--- config.mk ---
export PLATFORM = sky130hd
export DESIGN_NAME = alu_mul_ctrl
export DESIGN_NICKNAME = d
export VERILOG_FILES = /design/src/rtl/alu_mul_ctrl_pkg.sv /design/src/rtl/alu_mul_fmt.sv /design/src/rtl/alu_mul_ctrl.sv
export SDC_FILE = /design/constraint.sdc
export NUM_CORES = 1
export LEC_CHECK = 0
export ABC_AREA = 0
export CORE_AREA = 2 2 177 179
export DETAILED_ROUTE_END_ITERATION = 7
export DIE_AREA = 0 0 179 181
export DONT_BUFFER_PORTS = 1
export SLEW_MARGIN = 20
export SYNTH_ARGS = -nofsm -noshare
export SYNTH_HDL_FRONTEND = slang
export SYNTH_HIERARCHICAL = 1
export SYNTH_SLANG_ARGS = --single-unit
--- constraint.sdc ---
create_clock -name clk -period 2.7 [get_ports clk]
set_clock_uncertainty 0.05 [all_clocks]
set_input_delay 0.405 -clock clk [delete_from_list [all_inputs] [get_ports clk]]
set_output_delay 0.405 -clock clk [all_outputs]
set_load 0.05 [all_outputs]
--- src/rtl/alu_mul_ctrl_pkg.sv ---
// Shared types and helpers for the EX-stage multiply issue/completion controller.
package alu_mul_ctrl_pkg;

    localparam int unsigned XLEN = 64;
    localparam int unsigned HALF = 32;
    localparam int unsigned OP_W = 3;

    typedef enum logic [OP_W-1:0] {
        OP_MUL    = 3'd0,
        OP_MULH   = 3'd1,
        OP_MULHSU = 3'd2,
        OP_MULHU  = 3'd3,
        OP_MULW   = 3'd4
    } mul_op_e;

    typedef enum logic [1:0] {
        ST_IDLE,
        ST_BUSY,
        ST_DONE,
        ST_DRAIN
    } state_e;

    typedef struct packed {
        logic            rs1_signed;
        logic            rs2_signed;
        logic [XLEN-1:0] rs1;
        logic [XLEN-1:0] rs2;
    } mul_opnd_t;

    // Unused encodings 5-7 collapse onto MUL.
    function automatic mul_op_e decode_op(logic [OP_W-1:0] raw);
        case (raw)
            3'd1:    return OP_MULH;
            3'd2:    return OP_MULHSU;
            3'd3:    return OP_MULHU;
            3'd4:    return OP_MULW;
            default: return OP_MUL;
        endcase
    endfunction

    function automatic logic [XLEN-1:0] sext_w(logic [HALF-1:0] v);
        return {{(XLEN-HALF){v[HALF-1]}}, v};
    endfunction

endpackage

--- src/rtl/alu_mul_fmt.sv ---
// Selects/extends the 128-bit multiplier product into the 64-bit rd value.
module alu_mul_fmt
    import alu_mul_ctrl_pkg::*;
(
    input  mul_op_e               op_i,
    input  logic [2*XLEN-1:0]     prod_i,
    output logic [XLEN-1:0]       rd_c_o
);

    always_comb begin
        rd_c_o = prod_i[XLEN-1:0];
        case (op_i)
            OP_MULH, OP_MULHSU, OP_MULHU: rd_c_o = prod_i[2*XLEN-1:XLEN];
            OP_MULW:                      rd_c_o = sext_w(prod_i[HALF-1:0]);
            default:                      rd_c_o = prod_i[XLEN-1:0];
        endcase
    end

endmodule

--- src/rtl/alu_mul_ctrl.sv ---
// Issue/completion controller between EX decode and the multi-cycle multiplier.
module alu_mul_ctrl
    import alu_mul_ctrl_pkg::*;
(
    input  logic                  clk,
    input  logic                  rst,
    input  logic                  mul_req_i,
    input  logic [OP_W-1:0]       mul_op_i,
    input  logic [XLEN-1:0]       rs1_i,
    input  logic [XLEN-1:0]       rs2_i,
    input  logic                  flush_i,
    output logic                  ex_stall_o,
    output logic [XLEN-1:0]       mul_result_o,
    output logic                  mul_result_valid_o,
    output logic                  mul_valid_o,
    output logic                  mul_rs1_signed_o,
    output logic                  mul_rs2_signed_o,
    output logic [XLEN-1:0]       mul_rs1_o,
    output logic [XLEN-1:0]       mul_rs2_o,
    input  logic                  mul_ready_i,
    input  logic [2*XLEN-1:0]     mul_out_i
);

    state_e          state_q, state_d;
    mul_op_e         op_q, op_dec;
    mul_opnd_t       opnd_q, opnd_d;
    logic            valid_q, valid_d;
    logic            res_valid_q, res_valid_d;
    logic [XLEN-1:0] result_q, fmt_rd;
    logic            accept, capture;

    assign op_dec = decode_op(mul_op_i);

    // Operand conditioning and signedness per opcode.
    always_comb begin
        opnd_d.rs1        = rs1_i;
        opnd_d.rs2        = rs2_i;
        opnd_d.rs1_signed = 1'b0;
        opnd_d.rs2_signed = 1'b0;
        case (op_dec)
            OP_MULH: begin
                opnd_d.rs1_signed = 1'b1;
                opnd_d.rs2_signed = 1'b1;
            end
            OP_MULHSU: opnd_d.rs1_signed = 1'b1;
            OP_MULW: begin
                opnd_d.rs1        = sext_w(rs1_i[HALF-1:0]);
                opnd_d.rs2        = sext_w(rs2_i[HALF-1:0]);
                opnd_d.rs1_signed = 1'b1;
                opnd_d.rs2_signed = 1'b1;
            end
            default: ;
        endcase
    end

    alu_mul_fmt u_fmt (
        .op_i   (op_q),
        .prod_i (mul_out_i),
        .rd_c_o (fmt_rd)
    );

    // Next-state, stall and handshake decode.
    always_comb begin
        state_d    = state_q;
        accept     = 1'b0;
        capture    = 1'b0;
        ex_stall_o = 1'b0;
        case (state_q)
            ST_IDLE: begin
                if (mul_req_i && !flush_i) begin
                    accept     = 1'b1;
                    ex_stall_o = 1'b1;
                    state_d    = ST_BUSY;
                end
            end
            ST_BUSY: begin
                ex_stall_o = 1'b1;
                if (flush_i) begin
                    state_d = mul_ready_i ? ST_IDLE : ST_DRAIN;
                end else if (mul_ready_i) begin
                    capture = 1'b1;
                    state_d = ST_DONE;
                end
            end
            ST_DONE: state_d = ST_IDLE;
            ST_DRAIN: begin
                // A post-flush instruction waits until the orphaned product returns.
                ex_stall_o = mul_req_i;
                if (mul_ready_i) begin
                    state_d = ST_IDLE;
                end
            end
            default: state_d = ST_IDLE;
        endcase
        valid_d     = (state_d == ST_BUSY) || (state_d == ST_DRAIN);
        res_valid_d = (state_d == ST_DONE);
    end

    always_ff @(posedge clk) begin
        if (rst) begin
            state_q     <= ST_IDLE;
            op_q        <= OP_MUL;
            opnd_q      <= '0;
            valid_q     <= 1'b0;
            res_valid_q <= 1'b0;
            result_q    <= '0;
        end else begin
            state_q     <= state_d;
            valid_q     <= valid_d;
            res_valid_q <= res_valid_d;
            if (accept) begin
                op_q   <= op_dec;
                opnd_q <= opnd_d;
            end
            if (capture) begin
                result_q <= fmt_rd;
            end
        end
    end

    assign mul_valid_o        = valid_q;
    assign mul_result_valid_o = res_valid_q;
    assign mul_result_o       = result_q;
    assign mul_rs1_o          = opnd_q.rs1;
    assign mul_rs2_o          = opnd_q.rs2;
    assign mul_rs1_signed_o   = opnd_q.rs1_signed;
    assign mul_rs2_signed_o   = opnd_q.rs2_signed;

endmodule
Word level (Yosys, flattened, before mapping)
Cells that the tools add are included.
{"block": "word_totals", "regBits": 201, "input_bits": 264, "out_inout_bits": 197, "wordCells": 50}
{"block": "classes", "eq_ne": 17, "n_mux": 17, "reduce_logical": 7}
{"op": "$mux W128", "n": 1}
{"op": "$pmux W64 S2", "n": 1}
{"op": "$eq A3 B2 Y1 const B", "n": 5}
{"op": "$pmux W3 S4", "n": 1}
{"op": "$mux W2", "n": 5}
{"op": "$eq A3 B1 Y1 const B", "n": 3}
{"op": "$eq A3 B3 Y1 const B", "n": 3}
{"op": "$eq A2 B2 Y1 const B", "n": 4}
{"op": "$pmux W2 S4", "n": 1}
{"op": "$mux W1", "n": 7}
{"op": "$reduce_or A3 Y1", "n": 2}
{"op": "$eq A2 B1 Y1 const B", "n": 2}
{"op": "$pmux W1 S3", "n": 1}
{"op": "$logic_not A2 Y1", "n": 1}
{"op": "$reduce_or A2 Y1", "n": 1}
{"op": "$logic_and A1 B1 Y1", "n": 1}
{"op": "$logic_not A1 Y1", "n": 1}
{"op": "$logic_or A1 B1 Y1", "n": 1}

Depth between registers and ports, before layout
Gate-level depths: netlist (run 1).
{"block": "depth", "depth_word": 6, "depth_mapped": 7}

Modules after synthesis
The synthesis (run 1) kept the hierarchy.
{"mod": "alu_mul_ctrl", "n_inst": 1, "cells_per_inst": 889, "area_each_um2": 7176.9, "seq_area_each_um2": 4023.9}
{"mod": "alu_mul_fmt", "n_inst": 1, "cells_per_inst": 191, "area_each_um2": 1507.7, "seq_area_each_um2": 0.0}

Least setup slack after synthesis (run 1)
No wires, ideal clock.
{"block": "synth_timing", "path_type": "input-to-output", "start": "input flush_i", "end": "output ex_stall_o", "arrival_time_ns": 1.584, "required_time_ns": 2.245, "setup_slack_ns": 0.661, "path_stages": 3, "path_buffers": 0, "cell_sequence": "inv_1 > a21oi_1 > o21ai_0"}
{"block": "synth_via", "elab_chain_cells": 4}
{"element": "from (decl)", "line_no": "alu_mul_ctrl.sv:11", "text": "input logic flush_i,"}
{"element": "$logic_not A1 Y1", "line_no": "alu_mul_ctrl.sv:70", "text": "if (mul_req_i && !flush_i) begin"}
{"element": "$logic_and A1 B1 Y1", "line_no": "alu_mul_ctrl.sv:70"}
{"element": "$mux W1", "line_no": "alu_mul_ctrl.sv:70"}
{"element": "$pmux W1 S3", "line_no": "alu_mul_ctrl.sv:68", "text": "case (state_q)"}
{"element": "to (decl)", "line_no": "alu_mul_ctrl.sv:12", "text": "output logic ex_stall_o,"}
No other way between the ends.

Final worst setup path (run 1)
{"block": "layout_timing", "start": "register state_q[1]", "end": "register opnd_q (netlist bit mul_rs1_o[9])"}
{"block": "layout_via", "elab_chain_cells": 2}
{"element": "from (decl)", "line_no": "alu_mul_ctrl.sv:24", "text": "state_e state_q, state_d;"}
{"element": "from (signal assigned)", "line_no": "alu_mul_ctrl.sv:108", "text": "state_q <= state_d;"}
{"element": "$logic_not A2 Y1", "line_no": "alu_mul_ctrl.sv:68"}
{"element": "$mux W1", "line_no": "alu_mul_ctrl.sv:68"}
{"element": "to (signal assigned)", "line_no": "alu_mul_ctrl.sv:113", "text": "opnd_q <= opnd_d;"}
{"element": "to (decl)", "line_no": "alu_mul_ctrl.sv:26", "text": "mul_opnd_t opnd_q, opnd_d;"}
No other way between the ends.
A chain may end at the register's enable or synchronous reset.

==> qor.txt, run 1 <==
worst-path fanout max: 42
clock tree sinks: 201
Max-cap violations: 0
Fmax achieved: 398 MHz
Hold EP: mul_rs2_o[10]
Seq/Total Area, Yosys: 46.3%
routed len/inst: 18.6 um
max_slew headroom: 50.4%
RSZ-0062 raised after global routing: false
IO buf count: 0
commonest non-fill, non-tap cells in the layout: 326 x nand2_1, 200 x dfxtp_1, 135 x a21oi_1, 132 x dlygate4sd3_1, 68 x nor2_1
CTS max path bufs: 3
Final Util: 36.3%
peak supply drop: 0.396 mV
Inst Count DP: 1,394
grt ovf: 0
overall routing resource usage: 16.5%
Yosys reg bits: 201
status: completed
commonest non-fill, non-tap cell in the layout: nand2_1
Setup TNS: 0 ps
Setup-failing EPs final: 0
height of the die: 181 um
drt drc: 0
die area: 32,400 um^2
post-synthesis instance total: 1,080
clk slew on worst S/H paths: 60 ps
initial antenna violation count: 1
crit-path cells: or4b_4 > buf_4 > nand2_1 > a21oi_1 > dlygate4sd3_1
Final GP Congestion: 0.823
Startpoint Class: register
Tcrit/Tclk final: 93.0%
Hold Path Cell Cnt: 2
Hold Path Class: input pin to register
IO Count: 461
final period demand of the worst path: 2510 ps
CP delay by family, top: buffers and inverters
Cell Area, Synth: 8680 um^2
hold path start: rs2_i[10]
detailed placer's ending HPWL: 18.4 mm
Hold Vio Cnt, Final: 0
fill count: 3,112
vias in the first global route: 7,697
worst slew pin tran: 744 ps
routed wire length: 29.2 mm
Syn-to-layout area delta: 27.0%
routed vias/inst: 5.05
Die X: 179 um
r2r setup slk: 190 ps
Non-Filler Instances: 1,571
worst r2r src: state_q[1]
setup ws final: 189 ps
layout cell share with drive strength beyond 1: 8.52%
Rows: 64
Ys Warns: 6
crit-path max cell delay: 800 ps
CTS tree: built
CTS Root Cell: clkbuf_16
R2R depth: 5
crit path capture type: register
slowest CP cell: or4b_4
hold slack: 48.5 ps
cts bufs inserted: 24
max-slew violation count: 0
Syn Area/Cell: 8.04 um^2
CP required: 3050 ps
Pleak: 4.21 nW
pre-CTS setup slack: 711 ps
CP bufs+invs: 2
clk_lat worst skew: 520 ps
Synth Net Count: 1,344
Netlist cell types: 30
FF-to-FF End: mul_rs1_o[9]
pwr dens: 695 nW/um^2
drt pass-1 iters: 5
CP arrival: 2860 ps
CORE AREA: 30,300 um^2
Worst Setup SP: state_q[1]
Vias: 7,929
first-pass GRT wire length: 42.8 mm
largest net degree at the start of global routing: 126
NumNets Final: 1,421
Routed Antenna Nets: 0
H-tree Lvls: 1
starting density of the core: 28.6%
critical path type: register to register
Iter 0 DRT Violations: 391
[final cells by class]
type	instances	area (um^2)	share of cell area (%)
Inverter	3	11.3	0.102
Clock buffer	35	723	6.56
Multi-Input combinational cell	776	4180	37.9
Antenna cell	1	2.50	0.0227
Sequential cell	201	4030	36.5
Timing Repair Buffer	151	1520	13.8
Tap cell	396	495	4.49
Clock inverter	8	75.1	0.681
[synth_stat cells]
| master | number | share of area, % |
|---|---|---|
| a211oi_1 | 62 | 5.4 |
| a211oi_2 | 3 | 0.43 |
| a21oi_1 | 135 | 7.8 |
| buf_1 | 6 | 0.26 |
| buf_12 | 3 | 0.69 |
| buf_2 | 27 | 1.6 |
| buf_4 | 1 | 0.086 |
| buf_6 | 7 | 0.91 |
| clkbuf_1 | 56 | 2.4 |
| dfxtp_1 | 201 | 46 |
| inv_1 | 3 | 0.13 |
| mux2_1 | 2 | 0.26 |
| mux2_4 | 30 | 5.2 |
| nand2_1 | 326 | 14 |
| nand2b_1 | 4 | 0.29 |
| nand3_1 | 33 | 1.9 |
| nand3b_1 | 66 | 5.7 |
| nand4_1 | 32 | 2.3 |
| nor2_1 | 69 | 3.0 |
| nor4b_1 | 1 | 0.10 |
| nor4bb_1 | 1 | 0.12 |
| o21a_1 | 3 | 0.26 |
| o21ai_0 | 1 | 0.058 |
| or2_1 | 1 | 0.072 |
| or3_1 | 1 | 0.072 |
| or3b_1 | 1 | 0.10 |
| or4b_1 | 1 | 0.12 |
| or4bb_1 | 1 | 0.13 |
| xnor2_1 | 2 | 0.20 |
| xor2_1 | 1 | 0.10 |
[state kept, by name, indices dropped and copies added, names as in the netlist]
| signal | flops |
|---|---|
| mul_rs1_o | 64 |
| mul_rs1_signed_o | 1 |
| op_q | 3 |
| mul_rs2_o | 64 |
| mul_valid_o | 1 |
| mul_result_valid_o | 1 |
| mul_rs2_signed_o | 1 |
| state_q | 2 |
| mul_result_o | 64 |
[power by group]
group,internal [mW],switching (mW)
sequential,3.10,0.574
clock,1.95,1.29
combinational,0.377,0.372
[what timing repair did]
item,in CTS,in global routing
hold buffers,133,0
endpoints found under the setup margin,0,19
setup buffers,0,0
resized for setup,0,1
endpoints found under the hold margin,201,0
[how the worst max path moves through the flow]
stage,endpoint,cells after the start
floorplan,ex_stall_o,3
global placement,mul_rs1_o[32],5
detailed placement,mul_rs2_o[63],5
CTS,mul_rs2_o[40],6
global route,mul_rs2_o[27],5
finish,mul_rs1_o[9],5
[stage by stage]
step	area, um^2	power (mW)
6_report	11000	7.66
5_1_grt	11000	7.96
3_3_place_gp	8870	4.28
4_1_cts	11000	7.74
3_5_place_dp	8870	4.28
2_1_floorplan	8680	4.20
[routing by layer]
layer	track usage, %	share of wire (%)
met3	5.26	10
met1	19.3	39
met2	28.3	48
met5	0	0
met4	5.50	2.7
[logic make-up after synthesis]
group / Yosys count / synth area share [%]
and+or+nand+nor: 537 / 28.0
AOI/OAI and AO/OA: 204 / 13.9
xor gates and xnor gates: 3 / 0.303
DFF: 201 / 46.3
buffers and inverters: 103 / 6.05
muxes: 32 / 5.45
Power figures use the tool's default switching activity.
==> run 2: changes to the inputs <==
CTS_BUF_LIST = sky130_fd_sc_hd__clkbuf_2   (was default)
==> run 2 against run 1 <==
- the run now fails in clock tree synthesis
- area after synthesis unchanged
- synthesized cell count stayed put
==> qor.txt, run 2 <==
H-tree Lvls: 2
starting density of the core: 28.6%
Final GP Congestion: 0.823
biggest area consumer among synthesized cells: dfxtp_1
Die X: 179 um
cts bufs inserted: 53
Syn Area/Cell: 8.04 um^2
detailed placer's ending HPWL: 18.4 mm
Yosys reg bits: 201
height of the die: 181 um
share of Yosys cell area claimed by the top area cell type: 46.3%
IO Count: 461
top post-synthesis cells by area: dfxtp_1 46%, nand2_1 14%, a21oi_1 7.8%
IO buf count: 0
postcts setup bufs: 0
Post-synth EDFFs: 0
ys async rst share: 0%
Rows: 64
Stopped at: clock tree synthesis
CTS Root Cell: clkbuf_2
Cell Area, Synth: 8680 um^2
Seq/Total Area, Yosys: 46.3%
most common cell in the netlist: nand2_1
clock tree sinks: 201
post-synthesis instance total: 1,080
# hold bufs at CTS: 297
Netlist cell types: 30
tool error: [ERROR RSZ-0060] Max buffer count reached.
Synth Flop Type: dfxtp_1
commonest cells in the netlist: 326 x nand2_1, 201 x dfxtp_1, 135 x a21oi_1, 69 x nor2_1, 66 x nand3b_1
pre-CTS setup slack: 711 ps
PostCTS Resize Cnt: 0
status: did not finish
CTS max path bufs: 3
Synth Net Count: 1,344
Ys Warns: 6
run 2: kinds of logic after synthesis:
family                    after synthesis  share of synthesized area (%)
xor gates and xnor gates                3                          0.303
and+or+nand+nor                       537                           28.0
buffers and inverters                 103                           6.05
muxes                                  32                           5.45
DFF                                   201                           46.3
AOI/OAI and AO/OA                     204                           13.9
run 2: metrics by stage:
| stage | hold slack [ps] | cell area, um^2 | instances |
|---|---|---|---|
| 2_1_floorplan | 390 | 8680 | 1080 |
| 3_3_place_gp | 416 | 8870 | 1394 |
| 3_5_place_dp | 420 | 8870 | 1394 |
==> run 3: changes to the inputs <==
CORE_AREA = 2 2 179 181   (was 2 2 177 179)
CTS_BUF_LIST = default   (was sky130_fd_sc_hd__clkbuf_2)
DIE_AREA = 0 0 181 183   (was 0 0 179 181)
PLACE_DENSITY_LB_ADDON = 0.15   (was default)
==> run 3 against run 2 <==
- the run now ends clean
==> qor.txt, run 3 (same netlist as run 1, synthesis figures left out) <==
final period demand of the worst path: 2490 ps
IO Count: 461
commonest non-fill, non-tap cells in the layout: 326 x nand2_1, 200 x dfxtp_1, 135 x a21oi_1, 131 x dlygate4sd3_1, 68 x nor2_1
critical path type: register to register
height of the die: 183 um
clk_lat worst skew: 510 ps
CTS tree: built
clock tree sinks: 201
Iter 0 DRT Violations: 331
first-pass GRT wire length: 45.0 mm
drt pass-1 iters: 5
Vias: 7,827
area occupied by multi-input gates: 4160 um^2
die area: 33,100 um^2
worst slew pin tran: 741 ps
clk slew on worst S/H paths: 60 ps
max-slew violation count: 0
crit path capture type: register
largest net degree at the start of global routing: 126
Setup-failing EPs final: 0
Pleak: 4.18 nW
Hold Path Class: input pin to register
routed vias/inst: 4.97
Fmax achieved: 402 MHz
vias in the first global route: 7,847
Final Util: 35.2%
Setup TNS: 0 ps
H-tree Lvls: 1
CTS max path bufs: 3
status: completed
Hold Vio Cnt, Final: 0
max_slew headroom: 50.6%
Startpoint Class: register
CP required: 3110 ps
RSZ-0062 raised after global routing: false
detailed placer's ending HPWL: 19.5 mm
starting density of the core: 27.8%
cts bufs inserted: 25
hold path start: rs2_i[8]
Power Total: 7.53 mW
drt drc: 0
grt ovf: 0
overall routing resource usage: 16.9%
IO buf count: 0
worst-path fanout max: 86
Max-cap violations: 0
Final GP Congestion: 0.768
CORE AREA: 31,200 um^2
Syn-to-layout area delta: 26.5%
commonest non-fill, non-tap cell in the layout: nand2_1
Reg area: 4030 um^2
CTS Root Cell: clkbuf_16
Tcrit/Tclk final: 92.2%
pwr dens: 685 nW/um^2
NumNets Final: 1,421
routed len/inst: 19.1 um
peak supply drop: 0.398 mV
initial antenna violation count: 1
Routed Antenna Nets: 0
worst r2r src: state_q[1]
CP arrival: 2900 ps
routed wire length: 30.0 mm
Die X: 181 um
n_diodes: 0
layout cell share with drive strength beyond 1: 8.28%
Worst Setup SP: state_q[1]
fill count: 3,314
Rows: 65
## run 3: layout make-up
type	count	share of cell area, %
clock buffers	36	6.53
clock inverters	6	0.353
inverters	3	0.103
multi-input cells	776	37.9
flip-flops and latches	201	36.6
well taps	402	4.58
repair buffers	150	13.9
## run 3: worst paths after layout
| path | to | slack, ps | cells past startpoint |
|---|---|---|---|
| min reg2reg | op_q[0] | 430 | 2 |
| max reg2reg | mul_rs1_o[55] | 210 | 6 |
| max | mul_rs1_o[55] | 210 | 6 |
| min | mul_rs2_o[8] | 30 | 2 |
## run 3: what timing repair did
action / CTS / global route
setup buffers: 0 / 0
hold endpoints to repair: 201 / 0
setup endpoints to repair: 0 / 3
hold buffers: 132 / 0
gates resized for setup: 0 / 1
## run 3: power breakdown
part | switching [mW] | internal [mW]
registers | 0.574 | 3.10
logic | 0.368 | 0.373
clock network | 1.28 | 1.83
## run 3: per-stage QoR
step	cells	cell area [um^2]	hold slack (ps)	worst slack, ps
2_1_floorplan	1080	8680	390	661
3_3_place_gp	1400	8890	410	728
3_5_place_dp	1400	8890	417	699
4_1_cts	1574	11000	4.75	178
5_1_grt	1574	11000	12.8	5.30
6_report	1574	11000	30.6	210
## run 3: worst max-delay path, stage by stage, from the launching register on
cell	delay, ps
dfxtp_1	370
nor4b_2	370
buf_6	310
buf_12	350
nor2_1	70
a211oi_1	250
dlygate4sd3_1	590
## run 3: metal layers
| metal | share of wire [%] | wire [um] | global-route usage (%) | vias up |
|---|---|---|---|---|
| met2 | 50 | 15000 | 31.0 | 332 |
| met1 | 38 | 11500 | 18.7 | 3643 |
| li1 | - | - | - | 3806 |
| met3 | 9.7 | 2910 | 5.70 | 46 |
| met4 | 2.1 | 642 | 4.75 | 0 |
| met5 | 0 | 0 | 0 | - |
